### config.mk
export PLATFORM = sky130hd
export DESIGN_NAME = uart_rx_oversampled
export DESIGN_NICKNAME = d
export VERILOG_FILES = /design/src/rtl/uart_rx_oversampled.sv
export SDC_FILE = /design/constraint.sdc
export NUM_CORES = 1
export LEC_CHECK = 0
export CAP_MARGIN = 20
export CELL_PAD_IN_SITES_DETAIL_PLACEMENT = 0
export CELL_PAD_IN_SITES_GLOBAL_PLACEMENT = 1
export CORE_ASPECT_RATIO = 1.2
export CORE_MARGIN = 2
export CORE_UTILIZATION = 49
export DETAILED_ROUTE_END_ITERATION = 7
export PLACE_DENSITY = 0.85
export SETUP_SLACK_MARGIN = 0.4
export SYNTH_ARGS = -nofsm -noshare
export SYNTH_HDL_FRONTEND = slang
export SYNTH_SLANG_ARGS = --single-unit
### constraint.sdc
create_clock -name internal_clk -period 4.4 [get_ports internal_clk]
set_input_delay 0.88 -clock internal_clk [delete_from_list [all_inputs] [get_ports internal_clk]]
set_output_delay 0.88 -clock internal_clk [all_outputs]
set_load 0.05 [all_outputs]
### src/rtl/uart_rx_oversampled.sv
// uart_rx_oversampled: parametrised UART receiver with OVERSAMPLE ticks per bit,
// 3-sample majority vote at mid-bit, optional parity, 1 or 2 stop bits, and a
// single-entry valid/ready output buffer with frame/parity/overrun status.
module uart_rx_oversampled #(
  parameter int unsigned DATA_BITS   = 8,
  parameter int unsigned OVERSAMPLE  = 16,
  parameter int unsigned PARITY      = 0,
  parameter int unsigned STOP_BITS   = 1,
  parameter int unsigned SYNC_STAGES = 2
) (
  input  logic                 internal_clk,
  input  logic                 i_rst,
  input  logic                 i_rx,
  output logic [DATA_BITS-1:0] o_data,
  output logic                 o_valid,
  input  logic                 i_ready,
  output logic                 o_frame_err,
  output logic                 o_parity_err,
  output logic                 o_overrun,
  output logic                 o_busy
);

  localparam int unsigned TW  = $clog2(OVERSAMPLE);
  localparam int unsigned BW  = $clog2(DATA_BITS + 1);
  localparam int unsigned MID = OVERSAMPLE / 2;

  localparam logic [TW-1:0] TICK_LAST = TW'(OVERSAMPLE - 1);
  localparam logic [TW-1:0] TICK_M1   = TW'(MID - 1);
  localparam logic [TW-1:0] TICK_MID  = TW'(MID);
  localparam logic [TW-1:0] TICK_P1   = TW'(MID + 1);
  localparam logic [BW-1:0] BITS_DONE = BW'(DATA_BITS);
  localparam logic [BW-1:0] STOP_LAST = BW'(STOP_BITS - 1);

  typedef enum logic [2:0] {
    S_IDLE,
    S_START,
    S_DATA,
    S_PARITY,
    S_STOP
  } state_t;

  logic [SYNC_STAGES-1:0] r_sync;
  logic                   w_rx_s;
  logic                   r_samp0;
  logic                   r_samp1;
  logic                   w_bit;
  logic                   w_decide;
  logic                   w_tick_wrap;
  logic                   w_par_err;
  state_t                 r_state;
  logic [TW-1:0]          r_tick;
  logic [BW-1:0]          r_bit_cnt;
  logic [DATA_BITS-1:0]   r_shift;
  logic                   r_ferr;
  logic                   r_perr;
  logic                   r_armed;
  logic                   r_done;

  assign w_rx_s      = r_sync[SYNC_STAGES-1];
  assign w_bit       = (r_samp0 & r_samp1) | (r_samp0 & w_rx_s) | (r_samp1 & w_rx_s);
  assign w_decide    = (r_tick == TICK_P1);
  assign w_tick_wrap = (r_tick == TICK_LAST);
  // Odd parity: error when data^p is 0; even parity: error when data^p is 1.
  assign w_par_err   = (PARITY == 1) ? ~(^r_shift ^ w_bit) : (^r_shift ^ w_bit);

  // Metastability synchroniser for the asynchronous serial line (idle high).
  always_ff @(posedge internal_clk or posedge i_rst) begin
    if (i_rst) r_sync <= '1;
    else       r_sync <= {r_sync[SYNC_STAGES-2:0], i_rx};
  end

  // Capture the two early mid-bit samples; the third is rx_s at the decide tick.
  always_ff @(posedge internal_clk or posedge i_rst) begin
    if (i_rst) begin
      r_samp0 <= 1'b1;
      r_samp1 <= 1'b1;
    end else begin
      if (r_tick == TICK_M1)  r_samp0 <= w_rx_s;
      if (r_tick == TICK_MID) r_samp1 <= w_rx_s;
    end
  end

  // Frame FSM: start detect, bit timing, shifting, parity/stop checks, break guard.
  always_ff @(posedge internal_clk or posedge i_rst) begin
    if (i_rst) begin
      r_state   <= S_IDLE;
      r_tick    <= '0;
      r_bit_cnt <= '0;
      r_shift   <= '0;
      r_ferr    <= 1'b0;
      r_perr    <= 1'b0;
      r_armed   <= 1'b1;
      r_done    <= 1'b0;
      o_busy    <= 1'b0;
    end else begin
      r_done <= 1'b0;
      if (r_state != S_IDLE) r_tick <= w_tick_wrap ? '0 : r_tick + TW'(1);
      case (r_state)
        S_IDLE: begin
          if (r_armed && !w_rx_s) begin
            // Detecting cycle counts as tick 0.
            r_state <= S_START;
            r_tick  <= TW'(1);
            r_ferr  <= 1'b0;
            r_perr  <= 1'b0;
            o_busy  <= 1'b1;
          end else if (!r_armed && w_rx_s) begin
            r_armed <= 1'b1;
          end
        end
        S_START: begin
          if (w_decide && w_bit) begin
            r_state <= S_IDLE;
            r_tick  <= '0;
            o_busy  <= 1'b0;
          end else if (w_tick_wrap) begin
            r_state   <= S_DATA;
            r_bit_cnt <= '0;
          end
        end
        S_DATA: begin
          if (w_decide) begin
            r_shift   <= {w_bit, r_shift[DATA_BITS-1:1]};
            r_bit_cnt <= r_bit_cnt + BW'(1);
          end
          if (w_tick_wrap && (r_bit_cnt == BITS_DONE)) begin
            r_bit_cnt <= '0;
            r_state   <= (PARITY != 0) ? S_PARITY : S_STOP;
          end
        end
        S_PARITY: begin
          if (w_decide) r_perr <= w_par_err;
          if (w_tick_wrap) begin
            r_bit_cnt <= '0;
            r_state   <= S_STOP;
          end
        end
        S_STOP: begin
          if (w_decide) begin
            if (!w_bit) r_ferr <= 1'b1;
            if (r_bit_cnt == STOP_LAST) begin
              // Leave at the decision point so the next start edge is not missed.
              r_state <= S_IDLE;
              r_tick  <= '0;
              o_busy  <= 1'b0;
              r_done  <= 1'b1;
              if (!w_bit) r_armed <= 1'b0;
            end else begin
              r_bit_cnt <= r_bit_cnt + BW'(1);
            end
          end
        end
        default: begin
          r_state <= S_IDLE;
          r_tick  <= '0;
          o_busy  <= 1'b0;
        end
      endcase
    end
  end

  // Single-entry output buffer: load on completion if free or draining, else flag overrun.
  always_ff @(posedge internal_clk or posedge i_rst) begin
    if (i_rst) begin
      o_data       <= '0;
      o_valid      <= 1'b0;
      o_frame_err  <= 1'b0;
      o_parity_err <= 1'b0;
      o_overrun    <= 1'b0;
    end else begin
      o_overrun <= 1'b0;
      if (r_done && (!o_valid || i_ready)) begin
        o_data       <= r_shift;
        o_frame_err  <= r_ferr;
        o_parity_err <= r_perr;
        o_valid      <= 1'b1;
      end else begin
        if (r_done) o_overrun <= 1'b1;
        if (o_valid && i_ready) o_valid <= 1'b0;
      end
    end
  end

endmodule

==> results.sh, run 1 <==
export IMPL_status="completed"
export IMPL_drc=0
export IMPL_fp_row_count=25
export IMPL_worst_setup_path_start_kind="flop"
export IMPL_holdPathEnd="r_sync[1]"
export IMPL_crit_required_ns=3.52
export IMPL_overflow=0
export IMPL_final_antenna_net_count=0
export IMPL_grt_usage_pct=18.3
export IMPL_fin_util_pct=58.4
export IMPL_first_pass_iters=4
export IMPL_htree_levels=2
export IMPL_timing_rr_end="r_bit_cnt[2]"
export IMPL_cts_made_buffers=5
export IMPL_placed_cells=238
export IMPL_start_util_pct=50.6
export IMPL_ys_seq_elements=40
export IMPL_layout_commonest_cell="dfrtp_1"
export IMPL_switchingPower_uw=365
export IMPL_num_antenna_cells=0
export IMPL_portBuffers=16
export IMPL_clk_latency_ns=0.30
export IMPL_power_frac_comb_pct=26.7
export IMPL_synth_edf_count=0
export IMPL_stdcell_count=246
export IMPL_synth_nets=183
export IMPL_power_density_mw_per_mm2=483
export IMPL_worstHoldPathCells=0
export IMPL_end_kind="primary output"
export IMPL_ios=17
export IMPL_crit_slowest_cell="clkdlybuf4s50_1"
export IMPL_drt_iter0_markers=37
export IMPL_dr_total_vias=1343
export IMPL_drv_slew=0
export IMPL_ys_flop_type="dfrtp_1"
export IMPL_final_layout_size_suffix_gt1_share_pct=19.3
export IMPL_crit_buf_inv=1
export IMPL_drv_cap=0
export IMPL_post_cts_buffers=0
export IMPL_syn_cell_area_mm2=0.00198
export IMPL_ctsResizeCount=0
export IMPL_cts_buffer_depth=2
export IMPL_core_area_mm2=0.00391
export IMPL_rr_worst_depth=6
export IMPL_min_period_ns=2.37
export IMPL_nFillCells=347
export IMPL_synth_distinct_cells=44
export IMPL_cts_tree="done"
export IMPL_area_growth_pct=15.4
export IMPL_synth_largest_area_cell="dfrtp_1"
export IMPL_min_delay_path_class="flop to flop"
export IMPL_regToRegSetupSlack_ns=2.17
export IMPL_nets=200
export IMPL_fin_tns_setup_ns=0
export IMPL_swShare_pct=33.1
export IMPL_grt_pass1_wl_um=6130
export IMPL_relSlewSlack_pct=45.7
export IMPL_post_dp_hpwl_um=2710
export IMPL_cp_top_family="buffers and inverters"
export IMPL_viasPerCell=5.46
export IMPL_timing_rr_start="r_tick[0]"
export IMPL_regArea_mm2=0.00101
export IMPL_leakagePower_nw=1.02
export IMPL_ir_drop_v=0.000259
export IMPL_wl_per_cell_um=14.7
export IMPL_die_area_mm2=0.00457
export IMPL_most_common_layout_cells="35 x dfrtp_1, 20 x mux2_2, 16 x clkdlybuf4s50_1"
export IMPL_synthesis_yosys_warnings=0
export IMPL_synth_async_reset_ratio_pct=100
export IMPL_cp_arrival_ns=1.49
export IMPL_routed_wl_um=3630
export IMPL_cp_max_fo=2
export IMPL_antenna_found_initial=0
export IMPL_yosysTopAreaCellShare_pct=44.2
export IMPL_seqPwrFrac_pct=44.9
export IMPL_max_freq_mhz=422
export IMPL_skew_ns=0.00747
export IMPL_synth_seq_area_share_pct=50.9
export IMPL_clockPowerShare_pct=28.4
export IMPL_clock_sinks=40
export IMPL_grt_pass1_vias=1329
export IMPL_finalPower_mw=1.10
export IMPL_critical_path_class="flop to primary output"
export IMPL_multi_input_area_um2=890
export IMPL_synthCells=174
export IMPL_rsz0062_at_grt="no"
export IMPL_clockRootBuffer="clkbuf_8"
export IMPL_hold_path_startpoint="r_sync[0]"
export IMPL_internal_power_uw=737
export IMPL_setup_viol=0
export IMPL_avgSynthCellArea_um2=11.4
export IMPL_timing_critical_path_cells="clkdlybuf4s50_1"
export IMPL_gp_congestion=0.756
export IMPL_whs_ns=0.365
export IMPL_ctsHoldBuffers=0
export IMPL_finalCritPeriodShare_pct=53.9
export IMPL_die_w_um=62.0
export IMPL_die_y_um=73.6
export IMPL_max_stage_delay_ns=0.82
export IMPL_timing_hold_violations_final=0
export IMPL_grt_max_degree=32
export IMPL_worst_slew_pin_slew_ns=0.808
export IMPL_synth_area_top_cells="dfrtp_1 44%, mux2_2 11%, dfstp_2 6.6%, ha_1 3.2%, nand2b_1 3.2%"
export IMPL_cts_clk_slew_worst_paths_ns=0.08
## per-stage QoR
stage / setup WS (ns) / instance area [um^2]
after floorplan: 2.36 / 1980
after global placement: 2.12 / 2160
after detailed placement: 2.07 / 2160
after CTS: 2.02 / 2280
after global routing: 2.00 / 2280
final: 2.03 / 2280
## cell families after synthesis
group | share of synthesized area [%]
AO/OA/AOI/OAI | 10.9
XOR/XNOR | 3.98
adder cells (fa/ha/maj) | 3.67
buffers and inverters | 4.17
flip-flops | 50.9
multiplexers | 12.6
AND/OR/NAND/NOR | 13.8
## state kept, by name, indices dropped and copies added, names as in the netlist
name,flops
o_data,8
r_shift,8
r_bit_cnt,4
r_tick,4
r_state,3
r_sync,2
o_busy,1
o_frame_err,1
o_overrun,1
o_parity_err,1
o_valid,1
r_armed,1
r_done,1
r_ferr,1
r_perr,1
r_samp0,1
r_samp1,1
## cell type report
class / count / share of cell area, %
Sequential cell: 40 / 44.1
Clock buffer: 6 / 3.62
Tap cell: 54 / 2.96
Inverter: 8 / 1.32
Clock inverter: 2 / 1.70
Timing Repair Buffer: 17 / 7.34
Multi-Input combinational cell: 119 / 39.0
## how the worst max path moves through the flow
stage / from / endpoint / slack (ns) / cells past startpoint
after detailed placement: i_ready / o_data[6] / 2.07 / 4
after CTS: o_data[5] / o_data[5] / 2.02 / 1
after global placement: i_ready / o_data[2] / 2.12 / 4
final: o_data[5] / o_data[5] / 2.03 / 1
after floorplan: r_tick[0] / r_bit_cnt[2] / 2.36 / 7
after global routing: o_data[5] / o_data[5] / 2.00 / 1
## power groups by stage
stage          clock network (mW)  logic (mW)  registers (mW)
4_1_cts                     0.320       0.298           0.494
5_1_grt                     0.336       0.329           0.506
3_5_place_dp                    0       0.297           0.501
6_report                    0.313       0.295           0.495
3_3_place_gp                    0       0.282           0.498
2_1_floorplan                   0       0.255           0.480
## cells in the mapped netlist (all sizes together) (3+ instances only)
| master | count |
|---|---|
| dfrtp | 35 |
| mux2 | 21 |
| nand2b | 10 |
| xnor2 | 7 |
| o21ai | 7 |
| nor2 | 11 |
| inv | 8 |
| a21oi | 4 |
| a31oi | 3 |
| ha | 5 |
| buf | 6 |
| nand2 | 9 |
| dfstp | 5 |
| nor3 | 8 |
## layer usage
metal	wire [um]	share of wire [%]	GRT usage, %	vias up
li1	-	-	-	644
met1	1600	44	23.3	673
met2	1850	51	29.6	20
met3	115	3.2	4.75	6
met4	53	1.5	6.38	0
met5	0	0	0	-
Power figures use the tool's default switching activity.
==> run 2, diff against run 1 <==
- CORE_UTILIZATION: 49 -> 41
- PLACE_DENSITY: 0.85 -> 0.76
- clock period: 4.4 -> 2 ns (I/O delays scaled with it)
==> run 2 against run 1 <==
  * Non-clock buffer count increased by 24
  * Combinational power grew to 3.4 times the previous value
  * Setup slack worse by 2.0 ns
  * Final cell count up 11%
  * Hold slack got worse by 0.0054 ns
  * Clock power rose by 78%
  * Sequential share of layout area is 5.2 points lower
  * Flip-flop and latch count unchanged
  * Global-route usage is 1.9 points lower
  * Count of clock-buffer cells in the layout is the same
  * Critical endpoint is now r_bit_cnt[2]
==> results.sh, run 2 (synthesis gave the netlist of run 1 again) <==
export IMPL_status="completed"
export IMPL_nets=224
export IMPL_cp_top_family="flip-flops"
export IMPL_layout_commonest_cell="dfrtp_1"
export IMPL_final_layout_size_suffix_gt1_share_pct=39.8
export IMPL_viasPerCell=5.12
export IMPL_cp_num_cells=7
export IMPL_setup_viol=0
export IMPL_htree_levels=2
export IMPL_ios=17
export IMPL_ir_drop_v=0.000656
export IMPL_num_antenna_cells=0
export IMPL_skew_ns=0.00564
export IMPL_area_growth_pct=31.5
export IMPL_cts_made_buffers=5
export IMPL_first_pass_iters=4
export IMPL_ctsHoldBuffers=0
export IMPL_routed_wl_um=4010
export IMPL_timing_hold_violations_final=0
export IMPL_most_common_layout_cells="31 x dfrtp_1, 23 x buf_4, 12 x mux2_2"
export IMPL_max_freq_mhz=509
export IMPL_post_dp_hpwl_um=2680
export IMPL_crit_buf_inv=1
export IMPL_drc=0
export IMPL_power_frac_comb_pct=37.4
export IMPL_core_area_mm2=0.00463
export IMPL_clockRootBuffer="clkbuf_8"
export IMPL_grt_pass1_wl_um=6640
export IMPL_min_period_ns=1.96
export IMPL_clockPowerShare_pct=21.0
export IMPL_drv_slew=0
export IMPL_reg_top3="o_data (8), r_shift (8)"
export IMPL_overflow=0
export IMPL_drt_iter0_markers=34
export IMPL_gp_congestion=0.912
export IMPL_die_y_um=80.1
export IMPL_seqPwrFrac_pct=41.7
export IMPL_portBuffers=16
export IMPL_dp_slack_ns=-0.0466
export IMPL_crit_required_ns=2.17
export IMPL_grt_pass1_vias=1417
export IMPL_regToRegSetupSlack_ns=0.04
export IMPL_relSlewSlack_pct=67.1
export IMPL_rr_worst_depth=7
export IMPL_fin_ws_ns=0.0353
export IMPL_grt_max_degree=41
export IMPL_stdcell_area_mm2=0.00260
export IMPL_clock_sinks=40
export IMPL_fp_row_count=27
export IMPL_drv_cap=0
export IMPL_dr_total_vias=1404
export IMPL_crit_slowest_cell="dfrtp_2"
export IMPL_wl_per_cell_um=14.6
export IMPL_worst_setup_path_start_kind="flop"
export IMPL_endpoint="r_bit_cnt[2]"
export IMPL_cts_tree="done"
export IMPL_internal_power_mw=1.72
export IMPL_cts_clk_slew_worst_paths_ns=0.08
export IMPL_timing_critical_path_cells="ha_4 -> and3b_2 -> a32o_1 -> a222oi_1 -> buf_4 -> nor2_4 -> mux2_4"
export IMPL_placed_area_mm2=0.00228
export IMPL_min_delay_path_class="flop to flop"
export IMPL_switchingPower_uw=939
export IMPL_cts_buffer_depth=2
export IMPL_leakagePower_nw=1.20
export IMPL_timing_rr_end="r_bit_cnt[2]"
export IMPL_die_area_mm2=0.00540
export IMPL_max_stage_delay_ns=0.46
export IMPL_antenna_found_initial=0
export IMPL_finalCritPeriodShare_pct=98.2
export IMPL_power_density_mw_per_mm2=1020
export IMPL_cp_max_fo=4
export IMPL_worst_slew_pin_slew_ns=0.494
export IMPL_die_w_um=67.4
export IMPL_cp_startpoint="r_tick[0]"
export IMPL_critical_path_class="flop to flop"
export IMPL_cp_arrival_ns=2.13
export IMPL_final_antenna_net_count=0
export IMPL_end_kind="flop"
export IMPL_grt_usage_pct=16.4
export IMPL_timing_rr_start="r_tick[0]"
export IMPL_clk_latency_ns=0.28
export IMPL_rsz0062_at_grt="yes"
export IMPL_start_util_pct=42.8
export IMPL_swShare_pct=35.3
[run 2: cell count changes in the layout (fill, tap and decap cells not counted), sizes merged]
| cell | before | now |
|---|---|---|
| clkdlybuf4s50 | 16 | 3 |
| inv | 8 | 9 |
| buf | 1 | 25 |
| bufinv | 1 | 0 |
| dlygate4sd2 | 0 | 4 |
| clkdlybuf4s15 | 0 | 7 |
| clkbuf | 6 | 8 |
[run 2: area by class of cell]
class                           count  area (um^2)
Clock inverter                      2         13.8
Clock buffer                        6         82.6
Multi-Input combinational cell    119         1040
Tap cell                           58         72.6
Timing Repair Buffer               41          349
Fill cell                         380         2030
Sequential cell                    40         1010
Inverter                            8         30.0
[run 2: power groups by stage]
stage	clock (mW)	sequential [mW]	combinational [mW]
after global routing	0.616	1.13	1.11
after global placement	0	1.08	0.749
after detailed placement	0	1.09	0.767
after floorplan	0	1.06	0.592
final	0.557	1.11	0.993
after CTS	0.580	1.08	0.842
[run 2: worst register-to-register path: cells and delay by family (launching register included)]
family / cells / cell delay, ns
fa+ha+maj: 1 / 0.18
flops: 1 / 0.46
simple gates: 2 / 0.27
compound gates: 2 / 0.46
mux: 1 / 0.30
buf+inv: 1 / 0.19
[run 2: repair_timing]
item                                    4_1_cts  5_1_grt
resized for setup                            22       39
endpoints found under the setup margin       31       29
pin swaps                                     7        8
setup buffers                                 6        7
[run 2: metrics by stage]
stage	cells	TNS, ns	hold slack, ns	utilization [%]	total power [mW]
global placement	253	0	0.350	49.3	1.83
finish	274	0	0.360	56.2	2.66
floorplan	174	0	0.345	-	1.65
global route	274	-0.0901	0.368	56.2	2.85
CTS	267	0	0.363	52.7	2.50
detailed placement	253	-0.0622	0.347	49.3	1.86
[run 2: worst min-delay path by stage]
stage,end,from,slack (ns),cells after the start
after floorplan,r_sync[1],r_sync[0],0.35,0
after global placement,r_sync[1],r_sync[0],0.35,0
after detailed placement,r_sync[1],r_sync[0],0.35,0
after CTS,r_sync[1],r_sync[0],0.36,0
after global routing,r_sync[1],r_sync[0],0.37,0
final,r_sync[1],r_sync[0],0.36,0
[run 2: metal layers]
| metal | routed length (um) | global-route usage [%] | vias to the layer above |
|---|---|---|---|
| met2 | 2060 | 27.7 | 21 |
| met3 | 106 | 3.78 | 4 |
| met4 | 45 | 4.90 | 0 |
| met5 | 0 | 0 | - |
| met1 | 1800 | 20.7 | 683 |
| li1 | - | - | 696 |
==> run 3, diff against run 2 <==
- ABC_AREA: not set -> 1
- CORE_UTILIZATION: 41 -> 38
- SLEW_MARGIN: not set -> 25
==> run 3 against run 2 <==
  * Die area increased by 14%
  * First-iteration DRC count up 110%
  * Final cell count rose by 35%
  * Highest routed layer unchanged
  * Via count is 24% higher
  * Sequential share of layout area fell by 0.70 points
  * Sequential power down 4%
  * Power is 7.4% higher
==> results.sh, run 3 <==
export IMPL_status="completed"
export IMPL_netlist_top_cells_count="83 x nand2_1, 35 x dfrtp_1, 35 x inv_1, 29 x o21ai_0, 25 x nand3_1"
export IMPL_rsz0062_at_grt="yes"
export IMPL_htree_levels=2
export IMPL_synthCells=270
export IMPL_worst_setup_path_start_kind="flop"
export IMPL_die_y_um=85.6
export IMPL_ys_seq_elements=40
export IMPL_clk_latency_ns=0.30
export IMPL_cp_arrival_ns=1.16
export IMPL_final_antenna_net_count=0
export IMPL_crit_buf_inv=1
export IMPL_synth_most_common_cell="nand2_1"
export IMPL_power_density_mw_per_mm2=1080
export IMPL_ir_drop_v=0.000509
export IMPL_ys_flop_type="dfrtp_1"
export IMPL_cts_clk_slew_worst_paths_ns=0.07
export IMPL_synth_top_family_by_area="simple AND/OR/NAND/NOR gates"
export IMPL_grt_usage_pct=15.6
export IMPL_cp_max_fo=2
export IMPL_drv_cap=0
export IMPL_routed_wl_um=4300
export IMPL_grt_pass1_wl_um=7490
export IMPL_fp_row_count=29
export IMPL_relSlewSlack_pct=67.6
export IMPL_cts_tree="done"
export IMPL_nets=315
export IMPL_fin_util_pct=49.6
export IMPL_synth_async_reset_ratio_pct=100
export IMPL_min_delay_path_class="flop to flop"
export IMPL_cp_top_family="buffers and inverters"
export IMPL_stdcell_count=369
export IMPL_timing_critical_path_cells="dlygate4sd2_1"
export IMPL_synth_xor_area_share_pct=0.831
export IMPL_crit_slowest_cell="dlygate4sd2_1"
export IMPL_start_util_pct=39.5
export IMPL_synth_simple_area_share_pct=30.6
export IMPL_clockRootBuffer="clkbuf_8"
export IMPL_max_freq_mhz=641
export IMPL_area_growth_pct=25.4
export IMPL_cts_buffer_depth=2
export IMPL_timing_hold_violations_final=0
export IMPL_leakagePower_nw=1.32
export IMPL_drt_iter0_markers=73
export IMPL_gp_congestion=0.787
export IMPL_max_stage_delay_ns=0.52
export IMPL_die_w_um=72.0
export IMPL_synth_distinct_cells=28
export IMPL_most_common_layout_cells="79 x nand2_1, 33 x inv_1, 33 x dfrtp_1"
export IMPL_core_area_mm2=0.00533
export IMPL_synthAdderAreaFrac_pct=2.97
export IMPL_synth_largest_area_cell="dfrtp_1"
export IMPL_viasPerCell=4.73
export IMPL_skew_ns=0.00273
export IMPL_avgSynthCellArea_um2=7.81
export IMPL_grt_max_degree=41
export IMPL_ios=17
export IMPL_end_kind="primary output"
export IMPL_drv_slew=0
export IMPL_yosysTopAreaCellShare_pct=41.5
export IMPL_synth_seq_area_share_pct=47.8
export IMPL_portBuffers=16
export IMPL_dr_total_vias=1745
export IMPL_reg_top3="o_data (8), r_shift (8)"
export IMPL_min_period_ns=1.56
export IMPL_synthesis_yosys_warnings=0
export IMPL_layout_commonest_cell="nand2_1"
export IMPL_die_area_mm2=0.00616
export IMPL_critical_path_class="flop to primary output"
export IMPL_finalPower_mw=2.86
export IMPL_whs_ns=0.360
export IMPL_wl_per_cell_um=11.6
export IMPL_final_layout_size_suffix_gt1_share_pct=19.9
export IMPL_first_pass_iters=4
export IMPL_antenna_found_initial=0
export IMPL_clock_sinks=40
export IMPL_worst_slew_pin_slew_ns=0.488
export IMPL_synth_mux_area_share_pct=0.534
export IMPL_overflow=0
export IMPL_cts_made_buffers=5
export IMPL_synth_compound_area_share_pct=9.32
export IMPL_synth_nets=279
export IMPL_grt_pass1_vias=1686
export IMPL_synth_area_top_cells="dfrtp_1 42%, nand2_1 15%, o21ai_0 6.9%, dfstp_2 6.2%, inv_1 6.2%"
export IMPL_syn_cell_area_mm2=0.00211
export IMPL_synth_edf_count=0
export IMPL_fin_tns_setup_ns=0
export IMPL_regToRegSetupSlack_ns=0.47
export IMPL_drc=0
export IMPL_crit_required_ns=1.60
export IMPL_setup_viol=0
export IMPL_placed_cells=349
export IMPL_num_antenna_cells=0
export IMPL_finalCritPeriodShare_pct=78.0
export IMPL_post_dp_hpwl_um=3060
## run 3: timing repair
| action | in CTS | in global routing |
|---|---|---|
| endpoints found under the hold margin | 0 | 0 |
| hold buffers | 0 | 0 |
| pin swaps | 0 | 7 |
| setup endpoints to repair | 22 | 26 |
| gates resized for setup | 15 | 31 |
| buffers inserted | 3 | 9 |
## run 3: final cells by class
type | count | area, um^2
clock buffers | 6 | 72.6
clock inverters | 2 | 35.0
fillers | 539 | 2690
inverters | 40 | 155
multi-input cells | 188 | 1020
flip-flops and latches | 40 | 1010
well taps | 62 | 77.6
repair buffers | 31 | 277
## run 3: logic make-up (layout without fill, tap and decap cells)
group,count (synthesis),in the layout
adder cells (fa/ha/maj),5,5
buffers and inverters,42,79
AND/OR/NAND/NOR,142,142
multiplexers,1,1
flip-flops,40,40
AO/OA/AOI/OAI,38,38
XOR/XNOR,2,2
## run 3: routing by layer
metal | global-route usage [%] | share of wire (%) | vias to the layer above | wire [um]
met5 | 0 | 0 | - | 0
met4 | 6.17 | 1.8 | 0 | 79
met3 | 3.53 | 2.8 | 7 | 121
met2 | 26.5 | 48 | 19 | 2070
met1 | 18.9 | 47 | 795 | 2030
li1 | - | - | 924 | -
## run 3: final timing paths
| kind | startpoint | endpoint | depth (start not counted) |
|---|---|---|---|
| hold / removal | r_sync[0] | r_sync[1] | 0 |
| hold reg to reg | r_sync[0] | r_sync[1] | 0 |
| setup reg to reg | r_bit_cnt[1] | r_tick[2] | 9 |
| setup / recovery | o_data[5] | o_data[5] | 1 |
| max in group asynchronous | i_rst | r_armed | 3 |
| min in group asynchronous | i_rst | o_valid | 3 |
## run 3: through the flow
stage	cell area [um^2]	setup slack, ns
2_1_floorplan	2110	0.557
3_3_place_gp	2370	0.379
5_1_grt	2640	0.345
6_report	2640	0.440
3_5_place_dp	2370	0.364
4_1_cts	2490	0.404
## run 3: power breakdown
group	internal [mW]	leakage [nW]	switching [mW]
logic	0.436	0.740	0.703
clock network	0.370	0.0552	0.280
registers	0.934	0.530	0.132
